--- config.mk ---
export PLATFORM = sky130hd
export DESIGN_NAME = ext_pwr_seq
export DESIGN_NICKNAME = d
export VERILOG_FILES = /design/src/rtl/ext_pwr_seq.sv
export SDC_FILE = /design/constraint.sdc
export NUM_CORES = 1
export LEC_CHECK = 0
export CORE_MARGIN = 10
export CORE_UTILIZATION = 30
export DETAILED_ROUTE_END_ITERATION = 8
export GPL_TIMING_DRIVEN = 0
export PLACE_DENSITY_LB_ADDON = 0.08
export SLEW_MARGIN = 0
export SYNTH_ARGS = -nofsm -noshare
export SYNTH_HDL_FRONTEND = slang
export SYNTH_SLANG_ARGS = --single-unit
--- constraint.sdc ---
create_clock -name clk_i -period 1.6 [get_ports clk_i]
set_input_delay 0.4 -clock clk_i [delete_from_list [all_inputs] [get_ports clk_i]]
set_output_delay 0.4 -clock clk_i [all_outputs]
set_load 0.02 [all_outputs]
--- src/rtl/ext_pwr_seq.sv ---
// ext_pwr_seq: one-at-a-time power sequencer for external switched domains.
// Define EXT_PWR_SEQ_TIMEOUT_EN to enable the switch-acknowledge timeout.
module ext_pwr_seq #(
  parameter int NUM_DOMAINS = 2,
  parameter int CLKGATE_DLY = 4,
  parameter int ACK_TIMEOUT = 64
) (
  input  logic                   clk_i,
  input  logic                   rst_i,
  input  logic [NUM_DOMAINS-1:0] target_on_i,
  input  logic [NUM_DOMAINS-1:0] err_clr_i,
  input  logic [NUM_DOMAINS-1:0] switch_ack_ni,
  output logic [NUM_DOMAINS-1:0] switch_no,
  output logic [NUM_DOMAINS-1:0] iso_no,
  output logic [NUM_DOMAINS-1:0] rst_no,
  output logic [NUM_DOMAINS-1:0] clkgate_en_no,
  output logic [NUM_DOMAINS-1:0] state_on_o,
  output logic [NUM_DOMAINS-1:0] done_o,
  output logic [NUM_DOMAINS-1:0] err_o,
  output logic                   busy_o
);

  localparam int N    = NUM_DOMAINS;
  localparam int CMAX = (CLKGATE_DLY > ACK_TIMEOUT) ?
                        CLKGATE_DLY : ACK_TIMEOUT;
  localparam int CW   = $clog2(CMAX + 1);
  localparam int SW   = (N > 1) ? $clog2(N) : 1;

  localparam logic [CW-1:0] GATE_LAST =
    CW'(CLKGATE_DLY - 1);
  // UP_RST takes one of the CLKGATE_DLY cycles, UP_GATE the rest
  localparam logic [CW-1:0] UPG_LAST =
    CW'((CLKGATE_DLY > 1) ? CLKGATE_DLY - 2 : 0);

  typedef enum logic [2:0] {
    IDLE,
    DN_GATE,
    DN_ISO,
    DN_SW,
    UP_SW,
    UP_RST,
    UP_GATE
  } state_e;

  state_e        state_q, state_d;
  logic [CW-1:0] cnt_q, cnt_d;
  logic [SW-1:0] sel_q, sel_d;

  logic [N-1:0]  switch_q, switch_d;
  logic [N-1:0]  iso_q, iso_d;
  logic [N-1:0]  drst_q, drst_d;
  logic [N-1:0]  gate_q, gate_d;
  logic [N-1:0]  on_q, on_d;
  logic [N-1:0]  done_q, done_d;
  logic [N-1:0]  err_q, err_d;
  logic          busy_q, busy_d;

  logic [N-1:0]  req;
  logic [SW-1:0] pick;
  logic          pick_vld;
  logic          ack_hit;
  logic          tmo_hit;
  logic [N-1:0]  err_keep;

  always_comb begin
    req      = (target_on_i ^ on_q) & ~err_q;
    pick_vld = |req;
    pick     = '0;
    for (int i = N - 1; i >= 0; i--) begin
      if (req[i]) pick = SW'(i);
    end
  end

  assign ack_hit = (state_q == DN_SW) ?
                   switch_ack_ni[sel_q] :
                   ~switch_ack_ni[sel_q];

`ifdef EXT_PWR_SEQ_TIMEOUT_EN
  localparam logic [CW-1:0] TMO_LAST =
    CW'(ACK_TIMEOUT - 1);

  assign tmo_hit  = ((state_q == DN_SW) ||
                     (state_q == UP_SW)) &&
                    (cnt_q == TMO_LAST) && !ack_hit;
  assign err_keep = err_q & ~err_clr_i;
`else
  logic unused_err_clr;

  assign unused_err_clr = ^err_clr_i;
  assign tmo_hit        = 1'b0;
  assign err_keep       = '0;
`endif

  always_ff @(posedge clk_i or posedge rst_i) begin
    if (rst_i) begin
      state_q  <= IDLE;
      cnt_q    <= '0;
      sel_q    <= '0;
      switch_q <= '0;
      iso_q    <= '1;
      drst_q   <= '1;
      gate_q   <= '1;
      on_q     <= '1;
      done_q   <= '0;
      err_q    <= '0;
      busy_q   <= 1'b0;
    end else begin
      state_q  <= state_d;
      cnt_q    <= cnt_d;
      sel_q    <= sel_d;
      switch_q <= switch_d;
      iso_q    <= iso_d;
      drst_q   <= drst_d;
      gate_q   <= gate_d;
      on_q     <= on_d;
      done_q   <= done_d;
      err_q    <= err_d;
      busy_q   <= busy_d;
    end
  end

  always_comb begin
    state_d = state_q;
    sel_d   = sel_q;
    cnt_d   = (cnt_q == '1) ? cnt_q : cnt_q + CW'(1);
    unique case (state_q)
      IDLE: begin
        if (pick_vld) begin
          sel_d   = pick;
          state_d = on_q[pick] ? DN_GATE : UP_SW;
        end
      end
      DN_GATE: begin
        if (cnt_q == GATE_LAST) state_d = DN_ISO;
      end
      DN_ISO: begin
        state_d = DN_SW;
      end
      DN_SW: begin
        if (ack_hit || tmo_hit) state_d = IDLE;
      end
      UP_SW: begin
        if (ack_hit)      state_d = UP_RST;
        else if (tmo_hit) state_d = IDLE;
      end
      UP_RST: begin
        state_d = (CLKGATE_DLY > 1) ? UP_GATE : IDLE;
      end
      UP_GATE: begin
        if (cnt_q == UPG_LAST) state_d = IDLE;
      end
      default: begin
        state_d = IDLE;
      end
    endcase
    if (state_d != state_q) cnt_d = '0;
  end

  // Outputs change on the same edge as the state transition that owns them
  always_comb begin
    switch_d = switch_q;
    iso_d    = iso_q;
    drst_d   = drst_q;
    gate_d   = gate_q;
    on_d     = on_q;
    done_d   = '0;
    err_d    = err_keep;
    busy_d   = (state_d != IDLE);
    unique case (state_q)
      IDLE: begin
        if (pick_vld) begin
          if (on_q[pick]) gate_d[pick]   = 1'b0;
          else            switch_d[pick] = 1'b0;
        end
      end
      DN_GATE: begin
        if (state_d == DN_ISO) begin
          iso_d[sel_q]  = 1'b0;
          drst_d[sel_q] = 1'b0;
        end
      end
      DN_ISO: begin
        switch_d[sel_q] = 1'b1;
      end
      DN_SW: begin
        if (ack_hit || tmo_hit) begin
          on_d[sel_q]   = 1'b0;
          done_d[sel_q] = 1'b1;
        end
        if (tmo_hit) err_d[sel_q] = 1'b1;
      end
      UP_SW: begin
        if (ack_hit) begin
          iso_d[sel_q]  = 1'b1;
          drst_d[sel_q] = 1'b1;
        end else if (tmo_hit) begin
          switch_d[sel_q] = 1'b1;
          done_d[sel_q]   = 1'b1;
          err_d[sel_q]    = 1'b1;
        end
      end
      UP_RST, UP_GATE: begin
        if (state_d == IDLE) begin
          gate_d[sel_q] = 1'b1;
          on_d[sel_q]   = 1'b1;
          done_d[sel_q] = 1'b1;
        end
      end
      default: begin
        busy_d = 1'b0;
      end
    endcase
  end

  assign switch_no     = switch_q;
  assign iso_no        = iso_q;
  assign rst_no        = drst_q;
  assign clkgate_en_no = gate_q;
  assign state_on_o    = on_q;
  assign done_o        = done_q;
  assign err_o         = err_q;
  assign busy_o        = busy_q;

endmodule

==> impl_results.md, run 1 <==
* Placed Cells at roughly 200
* FP Rows at 23
* Die width at about 84 um
* Post-synthesis sequential area ratio at 0.447
* Syn Inst Count at 132
* # diodes at 0
* Non-Filler Instances at 214
* Flops & latches, synth at 22
* Placed instance area at 1520 um2
* Most frequent cells in the layout: 15 x nor2_1, 15 x dfrtp_1, 13 x buf_4
* Max FO, Critical Path at 3
* CTS tree: built
* Initial antenna violation count at 0
* Clock Skew at roughly 2.4 ps
* Final min period at around 1600 ps
* FF/Latch Area at 559 um2
* Hold_ws at 438 ps
* Switching power at between 0.001 and 0.0015 W
* Main combinational cell family by area after synthesis: simple AND/OR/NAND/NOR gates
* Clock Sinks at 22
* Share of layout cells above drive strength 1 at 0.317
* Avg Cell Area, Syn at approximately 9.5 um2
* GRT Overall Usage at 0.0834
* Relative slew slack at 0.432
* GPL Wtd Cong at just under 0.8
* Post-synthesis xor/xnor area fraction at 0.0281
* WS Path Type: reg -> reg
* Sw Ratio at 0.435
* Synth warn at 0
* Design area at between 1500 and 2000 um2
* Multiplexer share of the synthesized area at 0.0120
* Final Hold Fails at 0
* Comb pwr share at 0.547
* PD cells at approximately 1800 nW/um2
* Initial drt markers at 44
* Final wirelength at between 3000 and 4000 um
* Startpoint Class: register
* DRT antenna net count at 0
* Leak at 0.723 nW
* Core ar. at 4000 um2
* Worst setup path startpoint: cnt_q[6]
* Tcrit/Tclk final at 1.01
* Max-slew violations at 0
* VDD IR max at ~0.00075 V
* Maximum clock path buffer count at 2
* Max frequency at between 600 and 700 MHz
* Hold path depth at 3
* # port buffers at 18
* Vias at 1041
* Die Area at between 7000 and 8000 um2
* Uppermost routed layer: met4
* Multi-input logic area at 689 um2
* RR Startpoint: cnt_q[6]
* Max_cap viols at 0
* Root Driver: clkbuf_8
* GRT Residual Overflow at 0
* Post-synth cell types at 38
* Post-Place Worst Slack at -528 ps
* Syn-to-layout area delta at 34.1%
* Met3 Routed Length at 160 um
* Status: complete, but fails checks
* Clk pwr share at 0.137
* CTS buffer count at 3
* CTS H-tree depth at 1
* Adder-cell area share of the yosys netlist at 0.0281
* Detailed placement HPWL at 2250 um
* Hold path startpoint: switch_ack_ni[0]
* Chip height at 84.5 um
* Seq pwr share at 0.316
* Compound-Gate Fraction of Synth Area at 0.180
* Internal power at 0.00167 W
* Boundary pin count at 23
* Drt first pass iters at 4
* Clk slew on worst S/H paths at 80 ps
* Metal-1 WL at 1380 um
* R2R depth at 5
* Vias in the first global route at 1064
* Critical path required time at 1750 ps
* First-pass GRT wire length at 5020 um
* Wire per inst at 14.3 um
* Vias/cell at 4.86
* Crit path capture type: register
* Fin nets at 175
* Simple-gate share of the synthesized area at 0.239
* WL met2 at 1510 um
* Worst slew pin tran at ~850 ps
* Starting Density at 0.312
* Failing checks: negative setup slack
* Largest net degree at the start of global routing at 23
* Post-synthesis cell area at 1250 um2
* Filler instances at 411
* Worst setup margin at -15.2 ps
* DR DRC count at 0
* Hold Crit Class: in -> reg
* Setup_tns at -15.2 ps
* RSZ-0062 raised after global routing: true
* Setup-failing EPs final at 1
* Worst EP arrival at 1760 ps
* Worst-skew pair later-pin latency at around 260 ps
-- stage by stage --
step                      power, W  utilization
after detailed placement   0.00248        0.379
after floorplan            0.00200            -
after global placement     0.00247        0.379
final                      0.00295        0.418
after global routing       0.00317        0.418
after CTS                  0.00287        0.402
-- synthesized netlist by cell type, drive strengths merged --
master	count	area share
or3	3	0.015
o22a	1	0.0070
o41ai	1	0.0070
a31oi	2	0.010
inv	6	0.018
nor3	5	0.028
ha	2	0.020
a21oi	9	0.036
a211oi	1	0.010
nand2	11	0.033
nand2b	3	0.015
o2bb2ai	2	0.019
nor2	17	0.053
or2	1	0.0050
xnor2	1	0.0070
nor3b	1	0.0060
o211ai	2	0.012
nand4	3	0.015
conb	1	0.0030
and3	5	0.029
xor2	3	0.021
maj3	1	0.0080
a2111oi	1	0.022
mux2	1	0.012
o21ai	11	0.044
dfrtp	16	0.32
dfstp	6	0.13
nand3	5	0.030
buf	8	0.045
and4	1	0.0090
o31ai	2	0.012
-- critical path, stage by stage, from the launching register on --
cell,delay [ps]
dfrtp_2,440
nor3_4,230
and3_4,260
nand3_4,80
and4_4,160
or3_1,330
-- path summary, 6_finish.rpt --
path | slack, ps | end
min | 440 | done_o[0]
max in group asynchronous | 420 | cnt_q[6]
max reg2reg | -20 | busy_o
min in group asynchronous | 600 | done_o[0]
max | -20 | busy_o
min reg2reg | 500 | clkgate_en_no[0]
-- power groups by stage --
stage | registers [W] | logic, W | clock network [W]
after floorplan | 0.00103 | 0.000974 | 0
after detailed placement | 0.000945 | 0.00154 | 0
after global placement | 0.000943 | 0.00153 | 0
after CTS | 0.000923 | 0.00152 | 0.000419
final | 0.000933 | 0.00161 | 0.000403
after global routing | 0.000963 | 0.00177 | 0.000442
-- kinds of logic after synthesis --
kind of cell,count (synthesis)
compound gates,32
simple gates,55
other cells,1
buf+inv,14
mux,1
xor+xnor,4
fa+ha+maj,3
flops,22
-- area by class of cell --
class | instances | share of cell area
Buffer | 8 | 0.0337
Clock buffer | 4 | 0.0329
Inverter | 6 | 0.0150
Multi-Input combinational cell | 97 | 0.412
Sequential cell | 22 | 0.334
Tap cell | 50 | 0.0374
Timing Repair Buffer | 27 | 0.135
-- metal layers --
metal | up-vias | global-route usage
met5 | - | 0
met1 | 501 | 0.0963
li1 | 523 | -
met4 | 0 | 0.0210
met2 | 15 | 0.139
met3 | 2 | 0.0338
-- what timing repair did --
item / CTS / global route
setup endpoints to repair: 21 / 12
pin swaps: 8 / 8
hold buffers: 0 / 0
setup buffers: 6 / 3
resized for setup: 22 / 16
No activity file was read; power rests on OpenSTA's default activity.
==> inputs of run 2 (changes only) <==
--- a/config.mk
+++ b/config.mk
@@ -5,8 +5,10 @@
 export SDC_FILE = /design/constraint.sdc
 export NUM_CORES = 1
 export LEC_CHECK = 0
+export CAP_MARGIN = 25
 export CORE_MARGIN = 10
 export CORE_UTILIZATION = 30
+export CTS_BUF_LIST = sky130_fd_sc_hd__clkbuf_16
 export DETAILED_ROUTE_END_ITERATION = 8
 export GPL_TIMING_DRIVEN = 0
 export PLACE_DENSITY_LB_ADDON = 0.08
==> run 2 against run 1 <==
Effect of this change:
- the run still ends with negative setup slack left
- sequential share of layout area fell by 1.1 points
- flip-flop and latch count did not move
- maximum frequency fell by 0.46%
- global-route usage rose by 0.16 points
- hold slack improved by 15 ps
- utilization rose by 1.4 points
- cell count rose by 0.93%
- clock skew barely moved
==> impl_results.md, run 2 (synthesized netlist as in run 1, its figures left out) <==
* Cts hold-fix bufs at 0 (unchanged)
* Initial antenna violation count at 0 (unchanged)
* Maximum clock path buffer count at 2 (unchanged)
* Drt first pass iters at 4 (unchanged)
* Worst setup margin at -22.7 ps (was -15.2 ps)
* # port buffers at 18 (unchanged)
* Detailed placement HPWL at 2250 um (unchanged)
* Largest net degree at the start of global routing at 23 (unchanged)
* Vias in the first global route at 1069 (was 1064)
* Max_cap viols at 0 (unchanged)
* First-pass GRT wire length at 5060 um (was 5020 um)
* GRT Residual Overflow at 0 (unchanged)
* Slowest-stage cell, CP: dfrtp_2 (unchanged)
* Vias/cell at 4.93 (was 4.86)
* Most frequent cells in the layout: 15 x buf_4, 15 x dfrtp_1, 13 x nor2_1 (was 15 x nor2_1, 15 x dfrtp_1, 13 x buf_4)
* Crit path largest cell delay at 430 ps (was 440 ps)
* Die width at 84.5 um (unchanged)
* Tcrit/Tclk final at 1.01 (about the same)
* # diodes at 0 (unchanged)
* GPL Wtd Cong at 0.780 (unchanged)
* Die Area at 7140 um2 (unchanged)
* Hold_ws at 454 ps (was 438 ps)
* Critical path required time at 1730 ps (was 1750 ps)
* Final Hold Fails at 0 (unchanged)
* Core ar. at 4000 um2 (unchanged)
* Boundary pin count at 23 (unchanged)
* Relative slew slack at 0.426 (was 0.432)
* Starting Density at 0.312 (unchanged)
* Chip height at 84.5 um (unchanged)
* Syn-to-layout area delta at 38.6% (was 34.1%)
* FP Rows at 23 (unchanged)
* Hold Crit Class: in -> reg (unchanged)
* CTS tree: built (unchanged)
* Worst EP arrival at 1760 ps (about the same)
* Fin nets at 177 (was 175)
* Worst slew pin tran at 859 ps (was 852 ps)
* Setup_tns at -22.7 ps (was -15.2 ps)
* Setup-failing EPs final at 1 (unchanged)
* Vias at 1064 (was 1041)
* Wire per inst at 14.4 um (was 14.3 um)
* Max FO, Critical Path at 3 (unchanged)
* Root Driver: clkbuf_16 (was clkbuf_8)
* Final min period at 1620 ps (about the same)
* DR DRC count at 0 (unchanged)
* Worst-skew pair later-pin latency at 250 ps (was 260 ps)
* DRT antenna net count at 0 (unchanged)
* Leak at 0.769 nW (was 0.723 nW)
* Initial drt markers at 49 (was 44)
* CTS H-tree depth at 1 (unchanged)
* GRT Overall Usage at 0.0849 (was 0.0834)
* Max frequency at 616 MHz (was 619 MHz)
* CTS buffer count at 3 (unchanged)
* Clock Sinks at 22 (unchanged)
* Crit path capture type: register (unchanged)
* Non-Filler Instances at 216 (was 214)
* Clk slew on worst S/H paths at 60 ps (was 80 ps)
* Critical Path, Cell by Cell: nor3_4 -> and3_4 -> nand3_4 -> and4_4 -> or3_1 (unchanged)
* Final wirelength at 3120 um (was 3070 um)
* WS Path Type: reg -> reg (unchanged)
* Status: complete, but fails checks (unchanged)
* PD cells at 1800 nW/um2 (was 1760 nW/um2)
* RSZ-0062 raised after global routing: true (unchanged)
* Failing checks: negative setup slack (unchanged)
* Placed Cells at 201 (unchanged)
* Max-slew violations at 0 (unchanged)
* VDD IR max at 0.000874 V (was 0.000750 V)
* Share of layout cells above drive strength 1 at 0.331 (was 0.317)
* Startpoint Class: register (unchanged)
* Clock Skew at 1.92 ps (was 2.42 ps)
## run 2: changes by cell type in the layout (fill, tap and decap cells not counted), moves of 2 or more
| cell | previous run | this run |
|---|---|---|
| buf_4 | 13 | 15 |
| clkbuf_16 | 0 | 3 |
| clkbuf_8 | 4 | 0 |
| dlygate4sd2_1 | 11 | 8 |
| dlymetal6s2s_1 | 2 | 5 |
| nor2_1 | 15 | 13 |
| nor2_2 | 2 | 4 |
## run 2: final timing paths
kind	start	end	slack [ps]	depth (start not counted)
min reg2reg	clkgate_en_no[0]	clkgate_en_no[0]	500	2
min in group asynchronous	rst_i	done_o[0]	620	2
max	cnt_q[6]	busy_o	-20	5
max in group asynchronous	rst_i	cnt_q[6]	390	2
max reg2reg	cnt_q[6]	busy_o	-20	5
min	switch_ack_ni[0]	done_o[0]	450	3
## run 2: metrics by stage
stage               cell area (um2)  total power [W]  setup WS (ps)   util
finish                         1730          0.00311          -22.7  0.432
global route                   1730          0.00334          -72.0  0.432
CTS                            1640          0.00304          -25.8  0.410
detailed placement             1520          0.00248           -528  0.379
global placement               1520          0.00247           -531  0.379
floorplan                      1270          0.00200          -1.73      -
## run 2: cell type report
cell class	count	area, um2
fillers	404	2270
multi-input cells	97	697
flip-flops and latches	22	559
repair buffers	29	250
clock buffers	3	75.1
well taps	50	62.6
plain buffers	8	56.3
inverters	6	25.0
clock inverters	1	3.75
## run 2: worst max-delay path: cells and delay by family (launching register included)
kind	cells	cell delay, ps
simple gates	5	1070
flops	1	430
## run 2: per-layer routing
metal | share of wire | vias up | GRT usage
li1 | - | 527 | -
met1 | 0.44 | 522 | 0.0963
met2 | 0.51 | 13 | 0.144
met3 | 0.044 | 2 | 0.0338
met4 | 0.0087 | 0 | 0.0225
met5 | 0 | - | 0
## run 2: timing repair
action,in CTS,in global routing
resized for setup,17,23
endpoints found under the setup margin,18,16
endpoints found under the hold margin,0,0
setup buffers,7,4
pin swaps,8,13
## run 2: where the power goes
group / internal (W) / leakage (nW) / switching, W / total (W)
combinational: 0.000689 / 0.465 / 0.000951 / 0.00164
clock: 0.000333 / 0.0385 / 0.000199 / 0.000533
sequential: 0.000777 / 0.266 / 0.000158 / 0.000935
total: 0.00180 / 0.769 / 0.00131 / 0.00311
==> inputs of run 3 (changes only) <==
--- a/config.mk
+++ b/config.mk
@@ -8,7 +8,6 @@
 export CAP_MARGIN = 25
 export CORE_MARGIN = 10
 export CORE_UTILIZATION = 30
-export CTS_BUF_LIST = sky130_fd_sc_hd__clkbuf_16
 export DETAILED_ROUTE_END_ITERATION = 8
 export GPL_TIMING_DRIVEN = 0
 export PLACE_DENSITY_LB_ADDON = 0.08
@@ -16,3 +15,4 @@
 export SYNTH_ARGS = -nofsm -noshare
 export SYNTH_HDL_FRONTEND = slang
 export SYNTH_SLANG_ARGS = --single-unit
+export TNS_END_PERCENT = 1
==> run 3 against run 2 <==
Effect of this change:
- the run still ends with negative setup slack left
- setup slack better by 5.2 ps
- clock power down 25%
- hold slack worse by 13 ps
- clock skew rose by 0.78 ps
- utilization fell by 2.1 points
- first-iteration DRC count is 41% higher
- global-route usage decreased by 0.25 points
- critical path type unchanged
- critical endpoint is now cnt_q[1]
- largest cell class unchanged
- largest power group unchanged
- highest routed layer unchanged
==> impl_results.md, run 3 (synthesized netlist as in run 1, its figures left out) <==
* Die width at 84.5 um (unchanged)
* CTS tree: built (unchanged)
* Die Area at 7140 um2 (unchanged)
* RSZ-0062 raised after global routing: true (unchanged)
* Hold path depth at 3 (unchanged)
* Drt first pass iters at 4 (unchanged)
* Max frequency at 618 MHz (was 616 MHz)
* PD cells at 1770 nW/um2 (was 1800 nW/um2)
* Final Hold Fails at 0 (unchanged)
* Non-Filler Instances at 210 (was 216)
* Setup-failing EPs final at 2 (was 1)
* FP Rows at 23 (unchanged)
* Boundary pin count at 23 (unchanged)
* Relative slew slack at 0.432 (was 0.426)
* Starting Density at 0.312 (unchanged)
* CTS H-tree depth at 1 (unchanged)
* Max-slew violations at 0 (unchanged)
* Vias/cell at 4.94 (was 4.93)
* Wire per inst at 14.5 um (was 14.4 um)
* Critical path required time at 1780 ps (was 1730 ps)
* # diodes at 0 (unchanged)
* First-pass GRT wire length at 4970 um (was 5060 um)
* Crit path capture type: register (unchanged)
* Sw Ratio at 0.437 (was 0.421)
* Detailed placement HPWL at 2250 um (unchanged)
* Commonest non-fill, non-tap cell in the layout: nor2_1
* Leak at 0.709 nW (was 0.769 nW)
* Final wirelength at 3040 um (was 3120 um)
* R2R depth at 5 (unchanged)
* Comb pwr share at 0.540 (was 0.528)
* GRT Residual Overflow at 0 (unchanged)
* Hold path startpoint: switch_ack_ni[0] (unchanged)
* Vias at 1038 (was 1064)
* Design area at 1640 um2 (was 1730 um2)
* Startpoint Class: register (unchanged)
* Clk pwr share at 0.138 (was 0.171)
* WS Path Type: reg -> reg (unchanged)
* DRT antenna net count at 0 (unchanged)
* Worst EP arrival at 1800 ps (was 1760 ps)
* Internal power at 0.00164 W (was 0.00180 W)
* Most frequent cells in the layout: 16 x nor2_1, 14 x dfrtp_1, 11 x nand2_1, 11 x o21ai_0, 11 x buf_4 (was 15 x buf_4, 15 x dfrtp_1, 13 x nor2_1)
* Filler instances at 410 (was 404)
* FF/Latch Area at 561 um2 (was 559 um2)
* Worst-skew pair later-pin latency at 260 ps (was 250 ps)
* Multi-input logic area at 687 um2 (was 697 um2)
* Initial drt markers at 69 (was 49)
* GPL Wtd Cong at 0.780 (unchanged)
* Status: complete, but fails checks (unchanged)
* DR DRC count at 0 (unchanged)
* Fin nets at 171 (was 177)
* Max_cap viols at 0 (unchanged)
* Final min period at 1620 ps (about the same)
* Placed Cells at 201 (unchanged)
* Clock Skew at 2.71 ps (was 1.92 ps)
* Chip height at 84.5 um (unchanged)
* Share of layout cells above drive strength 1 at 0.300 (was 0.331)
* CTS buffer count at 3 (unchanged)
* Worst setup margin at -17.6 ps (was -22.7 ps)
* Max FO, Critical Path at 7 (was 3)
* Vias in the first global route at 1053 (was 1069)
* Initial antenna violation count at 0 (unchanged)
* Worst reg2reg path endpoint: cnt_q[1] (was busy_o)
* Post-Place Worst Slack at -528 ps (unchanged)
* Largest net degree at the start of global routing at 23 (unchanged)
* Core ar. at 4000 um2 (unchanged)
* Syn-to-layout area delta at 31.8% (was 38.6%)
* Total power draw at 0.00291 W (was 0.00311 W)
* VDD IR max at 0.000753 V (was 0.000874 V)
* Seq pwr share at 0.323 (was 0.301)
* Clk slew on worst S/H paths at 80 ps (was 60 ps)
* Hold Crit Class: in -> reg (unchanged)
* Setup_tns at -18.8 ps (was -22.7 ps)
* Clock Sinks at 22 (unchanged)
* GRT Overall Usage at 0.0824 (was 0.0849)
* Placed instance area at 1520 um2 (unchanged)
* Maximum clock path buffer count at 2 (unchanged)
* Flop2flop setup slack at -20 ps (about the same)
* # port buffers at 18 (unchanged)
* Worst slew pin tran at 851 ps (was 859 ps)
* Root Driver: clkbuf_8 (was clkbuf_16)
* Cts hold-fix bufs at 0 (unchanged)
* Tcrit/Tclk final at 1.01 (about the same)
* Failing checks: negative setup slack (unchanged)
* Hold EP: done_o[0] (unchanged)
* Switching power at 0.00127 W (was 0.00131 W)
[run 3: changes by cell type in the layout (fill, tap and decap cells not counted), moves of 2 or more]
cell            previous run  this run
dlymetal6s2s_1             5         3
clkbuf_8                   0         4
buf_4                     15        11
dlygate4sd2_1              8        10
nor2_2                     4         1
clkbuf_16                  3         0
nor2_1                    13        16
[run 3: worst max-delay path, cell delays in order (launching register included)]
cell,delay (ps)
dfstp_2,610
xor2_2,110
or3_4,360
a21oi_4,180
o2bb2ai_4,120
a211oi_2,160
[run 3: metrics by stage]
stage / hold WS (ps) / utilization
after floorplan: 385 / -
after global placement: 494 / 0.379
after detailed placement: 498 / 0.379
after CTS: 509 / 0.392
after global routing: 463 / 0.411
final: 441 / 0.411
[run 3: how the worst max path moves through the flow]
stage / start / end / cells after the start
CTS: register / cnt_q[1] / 5
global placement: target_on_i[0] / cnt_q[1] / 6
detailed placement: target_on_i[0] / cnt_q[1] / 6
floorplan: register / cnt_q[1] / 5
global route: register / cnt_q[1] / 5
finish: register / cnt_q[1] / 5
[run 3: layer usage]
layer	up-vias	wire length, um	GRT usage	part of all wire
met3	6	159	0.0338	0.052
met4	0	54	0.0240	0.018
met5	-	0	0	0
li1	512	-	-	-
met1	503	1360	0.0963	0.45
met2	17	1460	0.135	0.48
[run 3: timing repair]
action | CTS | global route
buffers inserted | 0 | 5
gates cloned | 0 | 0
resized for setup | 20 | 16
endpoints found under the setup margin | 21 | 11
pin swaps | 8 | 8
endpoints found under the hold margin | 0 | 0
[run 3: power groups by stage]
stage / combinational [W] / clock (W) / sequential [W]
finish: 0.00157 / 0.000400 / 0.000939
global route: 0.00172 / 0.000442 / 0.000970
CTS: 0.00148 / 0.000419 / 0.000939
detailed placement: 0.00154 / 0 / 0.000945
global placement: 0.00153 / 0 / 0.000943
floorplan: 0.000974 / 0 / 0.00103
[run 3: area by class of cell]
| cell class | count | area share |
|---|---|---|
| tap | 50 | 0.0381 |
| clock buffer | 4 | 0.0335 |
| buffer | 8 | 0.0342 |
| sequential | 22 | 0.341 |
| inverter | 6 | 0.0152 |
| multi-input combinational | 97 | 0.418 |
| timing repair buffer | 23 | 0.120 |
